**config.mk**
```make
export PLATFORM = sky130hd
export DESIGN_NAME = irq_trap_ctrl
export DESIGN_NICKNAME = d
export VERILOG_FILES = /design/src/rtl/irq_trap_ctrl.sv
export SDC_FILE = /design/constraint.sdc
export NUM_CORES = 1
export LEC_CHECK = 0
export CAP_MARGIN = 30
export CORE_MARGIN = 1.5
export CORE_UTILIZATION = 44
export DETAILED_ROUTE_END_ITERATION = 10
export PLACE_DENSITY = 0.93
export SETUP_SLACK_MARGIN = 0.4
export SYNTH_ARGS = -nofsm -noshare
export SYNTH_HDL_FRONTEND = slang
export SYNTH_SLANG_ARGS = --single-unit
```
**constraint.sdc**
```tcl
create_clock -name clk -period 6 [get_ports clk]
set_clock_uncertainty 0.15 [all_clocks]
set_input_delay 0.6 -clock clk [delete_from_list [all_inputs] [get_ports clk]]
set_output_delay 0.6 -clock clk [all_outputs]
set_load 0.03 [all_outputs]
```
**src/rtl/irq_trap_ctrl.sv**
```systemverilog
// rtl/irq_trap_ctrl.sv - interrupt trap sequencer: pick, wait for commit, flush, CSR update.
// Optional saturating trap counter enabled by IRQ_TAKEN_CNT_EN.
module irq_trap_ctrl #(
  parameter int XLEN    = 32,
  parameter int PC_SIZE = 32
) (
  input  logic               clk,
  input  logic               rst_n,
  input  logic               irq_i_tmr_int,
  input  logic               irq_i_sft_int,
  input  logic               irq_i_ext_int,
  input  logic               irq_i_mtie,
  input  logic               irq_i_msie,
  input  logic               irq_i_meie,
  input  logic               irq_i_mstatus_mie,
  input  logic [XLEN-1:0]    irq_i_mtvec,
  input  logic               irq_i_cmt_valid,
  input  logic [PC_SIZE-1:0] irq_i_cmt_pc,
  input  logic               irq_i_cmt_len4,
  input  logic               irq_i_bjp_req_flush,
  input  logic [PC_SIZE-1:0] irq_i_bjp_target,
  input  logic               irq_i_flush_ack,
  output logic               irq_o_flush_req,
  output logic [PC_SIZE-1:0] irq_o_flush_pc,
  output logic               irq_o_csr_wen,
  output logic [PC_SIZE-1:0] irq_o_mepc,
  output logic [XLEN-1:0]    irq_o_mcause,
  output logic               irq_o_busy,
  output logic [31:0]        irq_o_taken_cnt
);

  typedef enum logic [1:0] {IDLE, WAIT_CMT, FLUSH, UPDATE} state_t;
  state_t state;

  logic [2:0]         pend;
  logic [3:0]         code;
  logic [XLEN-1:0]    mcause_next;
  logic [XLEN-1:0]    mtvec_base;
  logic [XLEN-1:0]    vec_addr;
  logic [PC_SIZE-1:0] ret_pc;
  logic [PC_SIZE-1:0] mepc_raw;
  logic [PC_SIZE-1:0] mepc_next;
  logic [PC_SIZE-1:0] flush_pc_next;

  assign pend = {3{irq_i_mstatus_mie}} &
                {irq_i_ext_int & irq_i_meie, irq_i_sft_int & irq_i_msie, irq_i_tmr_int & irq_i_mtie};

  always_comb begin
    code = 4'd7;
    if (pend[2])      code = 4'd11;
    else if (pend[1]) code = 4'd3;
  end

  assign mcause_next = {1'b1, {(XLEN-5){1'b0}}, code};
  assign mtvec_base  = {irq_i_mtvec[XLEN-1:2], 2'b00};
  assign vec_addr    = (irq_i_mtvec[1:0] == 2'b01) ? mtvec_base + (XLEN'(code) << 2) : mtvec_base;
  assign flush_pc_next = PC_SIZE'(vec_addr);

  // A taken branch at the trap point resumes at its target after mret.
  assign ret_pc    = irq_i_cmt_pc + (irq_i_cmt_len4 ? PC_SIZE'(4) : PC_SIZE'(2));
  assign mepc_raw  = irq_i_bjp_req_flush ? irq_i_bjp_target : ret_pc;
  assign mepc_next = {mepc_raw[PC_SIZE-1:1], 1'b0};

  always_ff @(posedge clk or negedge rst_n) begin
    if (!rst_n) begin
      state           <= IDLE;
      irq_o_flush_req <= 1'b0;
      irq_o_flush_pc  <= '0;
      irq_o_csr_wen   <= 1'b0;
      irq_o_mepc      <= '0;
      irq_o_mcause    <= '0;
      irq_o_busy      <= 1'b0;
    end else begin
      case (state)
        IDLE: begin
          if (pend != 3'b000) begin
            state      <= WAIT_CMT;
            irq_o_busy <= 1'b1;
          end
        end
        WAIT_CMT: begin
          if (pend == 3'b000) begin
            state      <= IDLE;
            irq_o_busy <= 1'b0;
          end else if (irq_i_cmt_valid) begin
            state           <= FLUSH;
            irq_o_flush_req <= 1'b1;
            irq_o_flush_pc  <= flush_pc_next;
            irq_o_mepc      <= mepc_next;
            irq_o_mcause    <= mcause_next;
          end
        end
        FLUSH: begin
          if (irq_i_flush_ack) begin
            state           <= UPDATE;
            irq_o_flush_req <= 1'b0;
            irq_o_csr_wen   <= 1'b1;
          end
        end
        UPDATE: begin
          state         <= IDLE;
          irq_o_csr_wen <= 1'b0;
          irq_o_busy    <= 1'b0;
        end
        default: begin
          state           <= IDLE;
          irq_o_flush_req <= 1'b0;
          irq_o_csr_wen   <= 1'b0;
          irq_o_busy      <= 1'b0;
        end
      endcase
    end
  end

`ifdef IRQ_TAKEN_CNT_EN
  logic [31:0] taken_cnt;

  always_ff @(posedge clk or negedge rst_n) begin
    if (!rst_n) begin
      taken_cnt <= '0;
    end else if (state == UPDATE && taken_cnt != 32'hFFFF_FFFF) begin
      taken_cnt <= taken_cnt + 32'd1;
    end
  end

  assign irq_o_taken_cnt = taken_cnt;
`else
  assign irq_o_taken_cnt = 32'd0;
`endif

endmodule

```
-- Word-level counts from Yosys, hierarchy flattened
Cells that the tools add are included.
- logic and storage cells: 54
- bits of input ports: 109
- output and inout port bits: 131
- register bits: 73
- muxes and demuxes: 19
- equal/unequal tests: 10
- $add $sub $neg: 2
- bitwise logic cells: 5
- reductions and logical operators: 11
- operator list (kind ; number):
    $mux W32 ; 2
    $add A32 B3 Y32 ; 1
    $add A32 B6 Y32 ; 1
    $ne A2 B2 Y1 const B ; 5
    $reduce_and A3 Y1 ; 3
    $mux W2 ; 4
    $pmux W2 S4 ; 1
    $mux W1 ; 6
    $mux W3 ; 2
    $reduce_bool A3 Y1 ; 2
    $eq A2 B1 Y1 const B ; 2
    $eq A2 B2 Y1 const B ; 2
    $mux W4 ; 1
    $pmux W1 S2 ; 2
    $reduce_and A4 Y1 ; 1
    $reduce_bool A2 Y1 ; 2
    $and A1 B1 Y1 ; 3
    $and A3 B3 Y3 ; 1
    $logic_not A3 Y1 ; 1
    $ne A3 B3 Y1 const B ; 1
    $pmux W1 S3 ; 1
    $logic_not A2 Y1 ; 1
    $reduce_and A2 Y1 ; 1
    $not A1 Y1 ; 1

-- Longest topological paths before layout
Gate-level depths: netlist of the first run.
- depth after elaboration: 6
- gate-level depth with buffers: 10
- mapped depth without buffers: 9

-- Worst setup path after synthesis of the first run
No wires, ideal clock.
- path kind: input -> register
- from: input irq_i_cmt_len4
- to: register irq_o_mepc[27]
- required time: 5.716 ns
- slack: 3.262 ns
- data arrival time: 2.453 ns
- stages on the path: 10
- buffers on the path: 1
- library setup time: 0.134 ns
- cells stage by stage: inv_1 > ha_1 > inv_1 > fa_1 > nand4b_1 > nor2_1 > clkbuf_1 > a31oi_1 > o31ai_1 > o21ai_0
- longest elaborated chain between the ends: 3
- RTL lines (item ; RTL line ; source):
    start, declared ; 19 ; input logic irq_i_cmt_len4,
    $mux W3 ; 60 ; assign ret_pc = irq_i_cmt_pc + (irq_i_cmt_len4 ? PC_SIZE'(4) : PC_SIZE'(2));
    $add A32 B3 Y32 ; 60 ;
    $mux W32 ; 61 ; assign mepc_raw = irq_i_bjp_req_flush ? irq_i_bjp_target : ret_pc;
    end signal, assigned ; 89 ; irq_o_mepc <= mepc_next;
    end, declared ; 26 ; output logic [PC_SIZE-1:0] irq_o_mepc,
No other way between the ends.
A chain may end at the register's enable or synchronous reset.

-- Worst setup path in the final report of the first run
- from: input irq_i_cmt_len4
- to: register irq_o_mepc[21]
The elaborated chain is that of the path after synthesis.

==> summary.txt, run 1 <==
Timing
  • Final min period: 3.41 ns
  • Setup TNS: 0 ns
  • Hold Vio Cnt, Final: 0
  • Slew HR: 0.315
  • RSZ-0062 raised after global routing: no
  • Fmax: 293 MHz
  • Actual slew at the worst max-slew pin: 1.02 ns
  • Final setup viols: 0
  • Hold Slack: 0.211 ns
  • Slew Limit Fails: 0
  • Tcrit/Tclk final: 0.569

Power
  • Sequential power share: 0.316
  • Clock share of power: 0.159
  • Internal: 1.47 mW
  • Sw Ratio: 0.429
  • Power Total: 2.57 mW
  • Switch Pwr: 1.10 mW
  • Maximum VDD drop: 0.000274 V
  • Pwr Density: 395 nW/um^2
  • Gate power share: 0.525
  • Pleak: 2.68 nW

Worst setup path
  • Worst Path Required: 6.05 ns
  • Critical path class: input port to flop
  • Worst path most repeated cell: inv_1
  • Max incr delay on CP: 0.80 ns
  • CP Max Fanout: 15
  • Critical Path Sink Type: flop
  • CP cell instances: clkdlybuf4s50_1, inv_1, ha_1, inv_1, fa_1, nand4b_1, nor2_1, nand4_1, a21oi_1, o21ai_0
  • Startpoint Class: input port
  • CP arrival: 3.46 ns
  • Slowest stage cell on the critical path: nor2_1

Layout
  • Synth-to-layout area growth: 39.0%
  • Total Nets Final: 830
  • Commonest non-fill, non-tap cells in the layout: 174 x clkdlybuf4s50_1, 77 x nand2_1, 69 x dfrtp_1
  • Final core utilization: 0.631
  • Layout cell share with drive strength beyond 1: 0.0501
  • Final Non-Filler Cells: 855
  • Inserted Diodes: 0
  • Commonest non-fill, non-tap cell in the layout: clkdlybuf4s50_1

GRT
  • Vias in the first global route: 4280
  • Tot GR Track Use: 0.225
  • GRT overflow: 0
  • Largest net degree at the start of global routing: 99
  • Antenna violations before repair: 0
  • First-pass GRT wire length: 20500 microns

Floorplan
  • Core Box Area: 10300 sq um
  • DIE AREA: 11300 sq um
  • Die Ht: 106 microns
  • Die W: 106 microns
  • Num rows: 37
  • IO Pins: 240
  • Initial core utilization: 0.454

Detailed routing
  • Number of remaining DRC errors: 0
  • Routed Antenna Nets: 0
  • First-iteration detailed-routing DRC count: 226
  • TritonRoute pass-1 iters: 4
  • Vias per cell: 5.22
  • Routed WL: 12800 microns
  • Met1 WL: 5120 microns
  • Per-cell routed wire length: 15.0 microns
  • Met3 wire length: 786 microns
  • Vias: 4460
  • Met2 routed wirelength: 6680 microns
  • Top sig layer: met4

Logic synthesis
  • Adder-Cell Fraction of Synth Area: 0.0197
  • Largest family of logic cells by synthesized area: simple AND/OR/NAND/NOR gates
  • Synth Flop Type: dfrtp_1
  • Synth Register Bits: 69
  • Leading area contributor after synthesis: dfrtp_1
  • Syn Area/Cell: 8.46 sq um
  • Seq/Total Area, Yosys: 0.368
  • Largest cells by area after synthesis: dfrtp_1 37%, buf_4 10%, xnor2_1 6.7%
  • Post-synth cell types: 49
  • Post-synth top area share: 0.368
  • EDFF count, synth: 0
  • Synth Area in XOR/XNOR: 0.0840
  • Mapped cell area: 4690 sq um
  • Mux cell area share after synthesis: 0.0109
  • Yosys warning total: 0
  • Mapped Cells: 554
  • Complex-gate fraction of the synthesized area: 0.145
  • Ys async rst share: 1.00
  • Post-Synth Simple-Gate Area: 0.231

Clock tree
  • Setup Buffers After CTS: 0
  • CTS Hold Bufs: 0
  • Clock Path Buffers: 2
  • Post-cts resize count: 0
  • CTS tree: done
  • Htree depth: 3
  • CTS Buf Count: 9
  • Clock slew at reported path FFs: 0.08 ns
  • Clk_lat worst skew: 0.33 ns
  • CTS Sinks: 69
  • Root Buffer: clkbuf_8

Outcome
  • Status: completed

Job
  • Max_cap viols: 0

Placed design
  • Port bufs: 175
  • Cells after DPL: 839
  • GPL Wtd Cong: 0.866
  • Post-DP HPWL: 9740 microns

Min path
  • HP Class: input port to asynchronous set/reset pin
[cells in the mapped netlist, types with 7 or more instances]
| master | instances |
|---|---|
| o21ai_0 | 52 |
| nand4_1 | 11 |
| o211ai_1 | 7 |
| clkbuf_1 | 22 |
| xor2_1 | 9 |
| xnor2_1 | 36 |
| nand2_1 | 77 |
| nand2b_1 | 10 |
| and4_1 | 9 |
| a21oi_1 | 20 |
| nor2_1 | 23 |
| inv_1 | 17 |
| dfrtp_1 | 69 |
| nor3_1 | 22 |
| nand3_1 | 19 |
| o31ai_1 | 8 |
| and3_1 | 8 |
| buf_4 | 64 |
[final cells by class]
cell class | count | area, sq um
clock inverter | 6 | 88.8
tap | 136 | 170
multi-input combinational | 438 | 2540
fill | 846 | 3810
inverter | 17 | 63.8
clock buffer | 9 | 124
sequential | 69 | 1730
timing repair buffer | 180 | 1800
[flip-flops by register name, indices dropped and copies added (netlist names), named ones only]
signal and flops:
state 1, irq_o_flush_req 1, irq_o_flush_pc 30, irq_o_mepc 31, irq_o_busy 1, irq_o_csr_wen 1
irq_o_mcause 3
[final timing paths]
kind / start / to / slack, ns / depth (start not counted)
setup / recovery: irq_i_cmt_len4 / irq_o_mepc[21]$_DFFE_PN0P_ / 2.59 / 10
hold / removal: rst_n / irq_o_csr_wen$_DFFE_PN0P_ / 0.21 / 1
setup reg to reg: flop / irq_o_mepc[19]$_DFFE_PN0P_ / 3.70 / 5
hold reg to reg: irq_o_mepc[31]$_DFFE_PN0P_ / irq_o_mepc[31]$_DFFE_PN0P_ / 0.33 / 2
max in group asynchronous: rst_n / irq_o_flush_pc[17]$_DFFE_PN0P_ / 4.86 / 1
min in group clk: irq_o_mepc[31]$_DFFE_PN0P_ / irq_o_mepc[31]$_DFFE_PN0P_ / 0.33 / 2
[power by group through the flow]
stage	Clock, mW	Combinational (mW)	Sequential, mW
2_1_floorplan	0	0.340	1.24
3_3_place_gp	0	1.32	0.806
3_5_place_dp	0	1.36	0.820
4_1_cts	0.419	1.36	0.813
5_1_grt	0.442	1.43	0.840
6_report	0.409	1.35	0.812
[worst max-delay path: cells and delay by family]
kind	cells	cell delay [ns]
buffers and inverters	3	0.59
AND/OR/NAND/NOR	3	1.22
adder cells (fa/ha/maj)	2	0.66
AO/OA/AOI/OAI	2	0.38
[metal layers]
| metal | up-vias | track usage |
|---|---|---|
| li1 | 2116 | - |
| met1 | 2133 | 0.271 |
| met2 | 189 | 0.394 |
| met3 | 22 | 0.0429 |
| met4 | 0 | 0.0888 |
| met5 | - | 0 |
[logic make-up after synthesis]
logic type / count (synthesis)
other: 1
muxes: 5
AOI/OAI and AO/OA: 112
buffers and inverters: 108
DFF: 69
and+or+nand+nor: 207
xor gates and xnor gates: 45
adders and majority gates: 7
[through the flow]
step	cell area (sq um)	setup WS [ns]
4_1_cts	6500	2.63
3_3_place_gp	6280	2.43
2_1_floorplan	4920	3.26
3_5_place_dp	6280	2.26
5_1_grt	6520	2.34
6_report	6520	2.59
Note: power is estimated with default switching activity, not from simulation.
==> inputs of run 2 (changes only) <==
--- a/config.mk
+++ b/config.mk
@@ -7,9 +7,9 @@
 export LEC_CHECK = 0
 export CAP_MARGIN = 30
 export CORE_MARGIN = 1.5
-export CORE_UTILIZATION = 44
+export CORE_UTILIZATION = 41
 export DETAILED_ROUTE_END_ITERATION = 10
-export PLACE_DENSITY = 0.93
+export PLACE_DENSITY = 0.88
 export SETUP_SLACK_MARGIN = 0.4
 export SYNTH_ARGS = -nofsm -noshare
 export SYNTH_HDL_FRONTEND = slang
==> constraint.sdc (replaced) <==
create_clock -name clk -period 3.2 [get_ports clk]
set_clock_uncertainty 0.15 [all_clocks]
set_input_delay 0.32 -clock clk [delete_from_list [all_inputs] [get_ports clk]]
set_output_delay 0.32 -clock clk [all_outputs]
set_load 0.03 [all_outputs]
==> summary.txt, run 2 (synthesized netlist as in run 1, its figures left out) <==
Outcome
  • Status: finished with violations
  • Violated checks: negative hold slack

Worst setup path
  • Critical path class: input port to flop
  • Critical Path Sink Type: flop
  • R2r worst-path depth: 4 (-1)
  • Worst R2R Setup Slack: 0.98 ns (-2.72 ns)
  • Worst Path Required: 3.23 ns (-2.82 ns)
  • Terminus of the critical flop-to-flop path: irq_o_mepc[10]$_DFFE_PN0P_
  • CP Max Fanout: 15 (unchanged)
  • Startpoint Class: input port
  • CP arrival: 2.64 ns (-0.82 ns)

Detailed routing
  • Number of remaining DRC errors: 0 (unchanged)
  • First-iteration detailed-routing DRC count: 258 (+14%)
  • Routed WL: 13300 microns (+3.4%)
  • TritonRoute pass-1 iters: 6 (+2)
  • Routed Antenna Nets: 0 (unchanged)
  • Per-cell routed wire length: 15.3 microns (+1.9%)
  • Vias: 4488 (+0.63%)
  • Vias per cell: 5.18 (-0.76%)

Placed design
  • Post-DP Area: 6360 sq um (+1.3%)
  • Cells after DPL: 853 (+1.7%)
  • Post-DP HPWL: 10300 microns (+5.7%)
  • Port bufs: 175 (unchanged)
  • GPL Wtd Cong: 0.858 (-0.91%)

Floorplan
  • Initial core utilization: 0.427 (-0.0273)
  • Die Ht: 110 microns (+3.5%)
  • DIE AREA: 12100 sq um (+7.1%)
  • Die W: 110 microns (+3.5%)
  • Core Box Area: 11000 sq um (+6.4%)
  • IO Pins: 240 (unchanged)
  • Num rows: 38 (+2.7%)

Layout
  • Final Non-Filler Cells: 867 (+1.4%)
  • Max FFs per register: 31 (unchanged)
  • Layout cell share with drive strength beyond 1: 0.0605 (+0.0105)
  • Largest register by flop count: irq_o_mepc
  • Largest regs: irq_o_mepc x31, irq_o_flush_pc x30, irq_o_mcause x3
  • Inserted Diodes: 0 (unchanged)
  • Synth-to-layout area growth: 41.4%
  • Total Nets Final: 839 (+1.1%)
  • Commonest non-fill, non-tap cell in the layout: clkdlybuf4s50_1
  • Commonest non-fill, non-tap cells in the layout: 174 x clkdlybuf4s50_1, 77 x nand2_1, 69 x dfrtp_1
  • Final Instance Area: 6630 sq um (+1.8%)

Timing
  • RSZ-0062 raised after global routing: no
  • Slew HR: 0.406 (+0.0910)
  • Tcrit/Tclk final: 0.816
  • Setup TNS: 0 ns (unchanged)
  • Hold Slack: -0.0264 ns (-0.237 ns)
  • Final min period: 2.61 ns
  • Fmax: 383 MHz
  • Final setup viols: 0 (unchanged)
  • Slew Limit Fails: 0 (unchanged)
  • Actual slew at the worst max-slew pin: 0.890 ns (-0.133 ns)
  • Hold Vio Cnt, Final: 38 (+38)

GRT
  • GRT overflow: 0 (unchanged)
  • Antenna violations before repair: 0 (unchanged)
  • Vias in the first global route: 4297 (+0.40%)
  • Most used routing layer: met2
  • M1 GR Usage: 0.252 (-0.0193)
  • Met3 Use GR: 0.0391 (-0.00380)
  • M2 GR Usage: 0.386 (-0.00893)
  • Largest net degree at the start of global routing: 70 (-29%)
  • Tot GR Track Use: 0.218 (-0.00682)
  • First-pass GRT wire length: 20300 microns (-0.91%)

Power
  • Gate power share: 0.511 (-0.014)
  • Pwr Density: 750 nW/um^2 (+90%)
  • Internal: 2.88 mW (+96%)
  • Switch Pwr: 2.09 mW (+90%)
  • Maximum VDD drop: 0.000574 V (+110%)
  • Sw Ratio: 0.421 (-0.00860)
  • Clock share of power: 0.181 (+0.022)
  • Pleak: 2.75 nW (+2.8%)
  • Sequential power share: 0.308 (-0.008)

Clock tree
  • CTS Sinks: 69 (unchanged)
  • CTS Buf Count: 9 (unchanged)
  • CTS tree: done
  • Clock Path Buffers: 2 (unchanged)
  • Setup Buffers After CTS: 0 (unchanged)
  • Root Buffer: clkbuf_16
  • Post-cts resize count: 0 (unchanged)
  • Htree depth: 3 (unchanged)
  • CTS Hold Bufs: 0 (unchanged)
  • Clock slew at reported path FFs: 0.05 ns (-0.03 ns)
  • Clk_lat worst skew: 0.32 ns (about the same)

Job
  • Max_cap viols: 0 (unchanged)

Min path
  • HP Class: input port to asynchronous set/reset pin
-- run 2: changes by cell type in the layout (fill, tap and decap cells not counted), moves of 2 or more --
| cell | change |
|---|---|
| bufinv_16 | -2 |
| clkbuf_8 | -7 |
| buf_4 | +10 |
| clkinvlp_4 | -2 |
| clkbuf_16 | +9 |
-- run 2: layout make-up --
type,count,area (sq um)
repair buffers,189,1850
clock buffers,12,256
multi-input cells,438,2550
fillers,943,4350
inverters,17,63.8
well taps,140,175
clock inverters,2,10.0
flip-flops and latches,69,1730
-- run 2: worst max-delay path, cell delays in order --
cell and delay [ns]:
clkdlybuf4s50_1 0.42, inv_1 0.12, ha_1 0.20, inv_1 0.06
fa_1 0.47, nand4b_1 0.27, nor2_1 0.12, buf_4 0.21
a31oi_1 0.11, o31ai_1 0.22, o21ai_0 0.11
-- run 2: metal layers --
metal  vias up  routed length (microns)
met1      2119                     5200
met3        30                      939
met5         -                        0
met2       203                     6740
li1       2136                        -
met4         0                      395
-- run 2: power groups by stage --
| stage | registers [mW] | logic [mW] | clock network (mW) |
|---|---|---|---|
| finish | 1.53 | 2.54 | 0.900 |
| global route | 1.58 | 2.71 | 0.955 |
| CTS | 1.53 | 2.56 | 0.921 |
| detailed placement | 1.54 | 2.55 | 0 |
| global placement | 1.52 | 2.50 | 0 |
| floorplan | 2.32 | 0.638 | 0 |
-- run 2: through the flow --
stage | utilization | worst slack (ns) | power, mW
global placement | 0.579 | 0.338 | 4.02
finish | 0.604 | 0.589 | 4.97
floorplan | - | 0.742 | 2.96
detailed placement | 0.579 | 0.213 | 4.09
global route | 0.604 | 0.419 | 5.24
CTS | 0.604 | 0.555 | 5.01
-- run 2: worst max path at each step --
| stage | end | slack, ns | startpoint | depth (start not counted) |
|---|---|---|---|---|
| after floorplan | irq_o_mepc[27]$_DFFE_PN0P_ | 0.74 | irq_i_cmt_len4 | 10 |
| after global placement | irq_o_flush_pc[31]$_DFFE_PN0P_ | 0.34 | irq_i_ext_int | 11 |
| after detailed placement | irq_o_flush_pc[28]$_DFFE_PN0P_ | 0.21 | irq_i_ext_int | 11 |
| after CTS | irq_o_flush_pc[28]$_DFFE_PN0P_ | 0.55 | irq_i_ext_int | 11 |
| after global routing | irq_o_flush_pc[31]$_DFFE_PN0P_ | 0.42 | irq_i_ext_int | 11 |
| final | irq_o_mepc[27]$_DFFE_PN0P_ | 0.59 | irq_i_cmt_len4 | 11 |
==> inputs of run 3 (changes only) <==
--- a/config.mk
+++ b/config.mk
@@ -7,9 +7,9 @@
 export LEC_CHECK = 0
 export CAP_MARGIN = 30
 export CORE_MARGIN = 1.5
-export CORE_UTILIZATION = 41
+export CORE_UTILIZATION = 37
 export DETAILED_ROUTE_END_ITERATION = 10
-export PLACE_DENSITY = 0.88
+export PLACE_DENSITY = 0.84
 export SETUP_SLACK_MARGIN = 0.4
 export SYNTH_ARGS = -nofsm -noshare
 export SYNTH_HDL_FRONTEND = slang
==> constraint.sdc (replaced) <==
create_clock -name clk -period 2.3 [get_ports clk]
set_clock_uncertainty 0.15 [all_clocks]
set_input_delay 0.23 -clock clk [delete_from_list [all_inputs] [get_ports clk]]
set_output_delay 0.23 -clock clk [all_outputs]
set_load 0.03 [all_outputs]
==> summary.txt, run 3 (synthesized netlist as in run 1, its figures left out) <==
Worst setup path
  • Critical path class: input port to flop
  • Worst Path Required: 2.35 ns (-0.88 ns)
  • Critical Path Sink Type: flop
  • Startpoint Class: input port
  • CP arrival: 2.07 ns (-0.57 ns)
  • Critical path origin: irq_i_cmt_len4
  • CP Max Fanout: 8 (-7)

Placed design
  • GPL Wtd Cong: 0.869 (+1.4%)
  • Post-DP HPWL: 10600 microns (+2.8%)
  • Port bufs: 175 (unchanged)

GRT
  • Antenna violations before repair: 0 (unchanged)
  • GRT overflow: 0 (unchanged)
  • Tot GR Track Use: 0.219 (+0.00105)
  • Largest net degree at the start of global routing: 40 (-43%)
  • First-pass GRT wire length: 22700 microns (+12%)
  • Vias in the first global route: 4566 (+6.3%)

Timing
  • Hold Vio Cnt, Final: 0 (-100%)
  • Fmax: 495 MHz
  • Tcrit/Tclk final: 0.878
  • Hold Slack: 0.198 ns (+0.225 ns)
  • Final setup viols: 0 (unchanged)
  • Setup TNS: 0 ns (unchanged)
  • RSZ-0062 raised after global routing: yes
  • Slew Limit Fails: 0 (unchanged)
  • Final min period: 2.02 ns

Layout
  • Commonest non-fill, non-tap cells in the layout: 157 x clkdlybuf4s50_1, 75 x nand2_1, 69 x dfrtp_1
  • Synth-to-layout area growth: 68.7%
  • Largest regs: irq_o_mepc x31, irq_o_flush_pc x30, irq_o_mcause x3
  • Total Nets Final: 901 (+7.4%)
  • Max FFs per register: 31 (unchanged)
  • Layout cell share with drive strength beyond 1: 0.221 (+0.160)
  • Largest register by flop count: irq_o_mepc
  • Inserted Diodes: 0 (unchanged)
  • Fillers: 964 (+2.2%)
  • Commonest non-fill, non-tap cell in the layout: clkdlybuf4s50_1

Detailed routing
  • Routed WL: 15200 microns (+14%)
  • Per-cell routed wire length: 15.8 microns (+3.4%)
  • First-iteration detailed-routing DRC count: 272 (+5.4%)
  • Number of remaining DRC errors: 0 (unchanged)
  • Vias: 4749 (+5.8%)
  • Routed Antenna Nets: 0 (unchanged)
  • TritonRoute pass-1 iters: 5 (-1)
  • Vias per cell: 4.96 (-4.1%)

Floorplan
  • Core Box Area: 12200 sq um (+11%)
  • Initial core utilization: 0.384 (-0.0430)
  • DIE AREA: 13400 sq um (+11%)
  • Die W: 116 microns (+5.1%)
  • IO Pins: 240 (unchanged)
  • Die Ht: 116 microns (+5.1%)
  • Num rows: 40 (+5.3%)

Power
  • Power Total: 7.12 mW (+43%)
  • Pleak: 3.46 nW (+26%)
  • Maximum VDD drop: 0.000709 V (+23%)
  • Pwr Density: 901 nW/um^2 (+20%)

Clock tree
  • Clock Path Buffers: 2 (unchanged)
  • Root Buffer: clkbuf_16
  • CTS Sinks: 69 (unchanged)
  • Clock slew at reported path FFs: 0.05 ns (about the same)
  • CTS tree: done
  • Clk_lat worst skew: 0.32 ns (about the same)
  • Htree depth: 3 (unchanged)
  • CTS Buf Count: 9 (unchanged)

Outcome
  • Status: completed

Min path
  • Hold Path Origin: irq_i_msie
  • HP Class: input port to flop

Job
  • Max_cap viols: 0 (unchanged)
==> run 3: changes by cell type in the layout (fill, tap and decap cells not counted), sizes merged <==
cell / delta
buf: +65
bufbuf: +1
clkbuf: +1
clkdlybuf4s15: +2
clkdlybuf4s50: -17
dlygate4sd2: +8
dlygate4sd3: +1
dlymetal6s2s: +1
==> run 3: report_power, final <==
part / leakage, nW / total [mW] / switching (mW) / internal [mW]
registers: 0.861 / 2.13 / 0.343 / 1.79
clock network: 0.134 / 1.26 / 0.484 / 0.773
logic: 2.46 / 3.73 / 2.18 / 1.56
==> run 3: layout make-up <==
class                   instances  area, sq um  share of cell area
clock buffers                  12          256              0.0324
clock inverters                 2         10.0             0.00127
inverters                      17         80.1              0.0101
multi-input cells             438         3110               0.393
flip-flops and latches         69         1730               0.218
well taps                     168          210              0.0266
repair buffers                251         2520               0.319
==> run 3: final timing paths <==
check	to	slack, ns	depth (start not counted)
worst min register to register	irq_o_flush_pc[3]$_DFFE_PN0P_	0.32	2
worst max register to register	irq_o_mepc[14]$_DFFE_PN0P_	0.56	5
max in group asynchronous	irq_o_flush_pc[29]$_DFFE_PN0P_	1.18	3
min in group asynchronous	irq_o_busy$_DFFE_PN0P_	0.25	2
worst min-delay path	irq_o_mcause[2]$_DFFE_PN0P_	0.20	4
worst max-delay path	irq_o_mepc[29]$_DFFE_PN0P_	0.28	12
==> run 3: per-stage QoR <==
step	instances	cell area, sq um	util	setup WS [ns]
after floorplan	615	5090	-	0.235
after global routing	957	7910	0.648	0.219
after global placement	916	6910	0.566	-0.364
after detailed placement	916	6910	0.566	-0.455
after CTS	946	7600	0.623	0.331
final	957	7910	0.648	0.280
==> run 3: worst max-delay path, cell delays in order <==
cell,delay (ns)
buf_8,0.10
buf_8,0.13
inv_16,0.04
ha_4,0.13
inv_2,0.04
fa_2,0.34
nand4b_1,0.27
nor2_4,0.23
buf_12,0.16
a31oi_4,0.09
o31ai_2,0.22
o21ai_1,0.09
==> run 3: timing repair <==
item,4_1_cts,5_1_grt
gates resized for setup,83,55
setup endpoints to repair,54,47
endpoints found under the hold margin,30,0
buffers inserted,11,11
hold buffers,1,0
gates cloned,4,0
pin swaps,41,45
==> run 3: layer usage <==
metal	track usage	routed length (microns)
met1	0.263	6000
met2	0.394	8090
met3	0.0366	840
met4	0.0807	218
met5	0	0
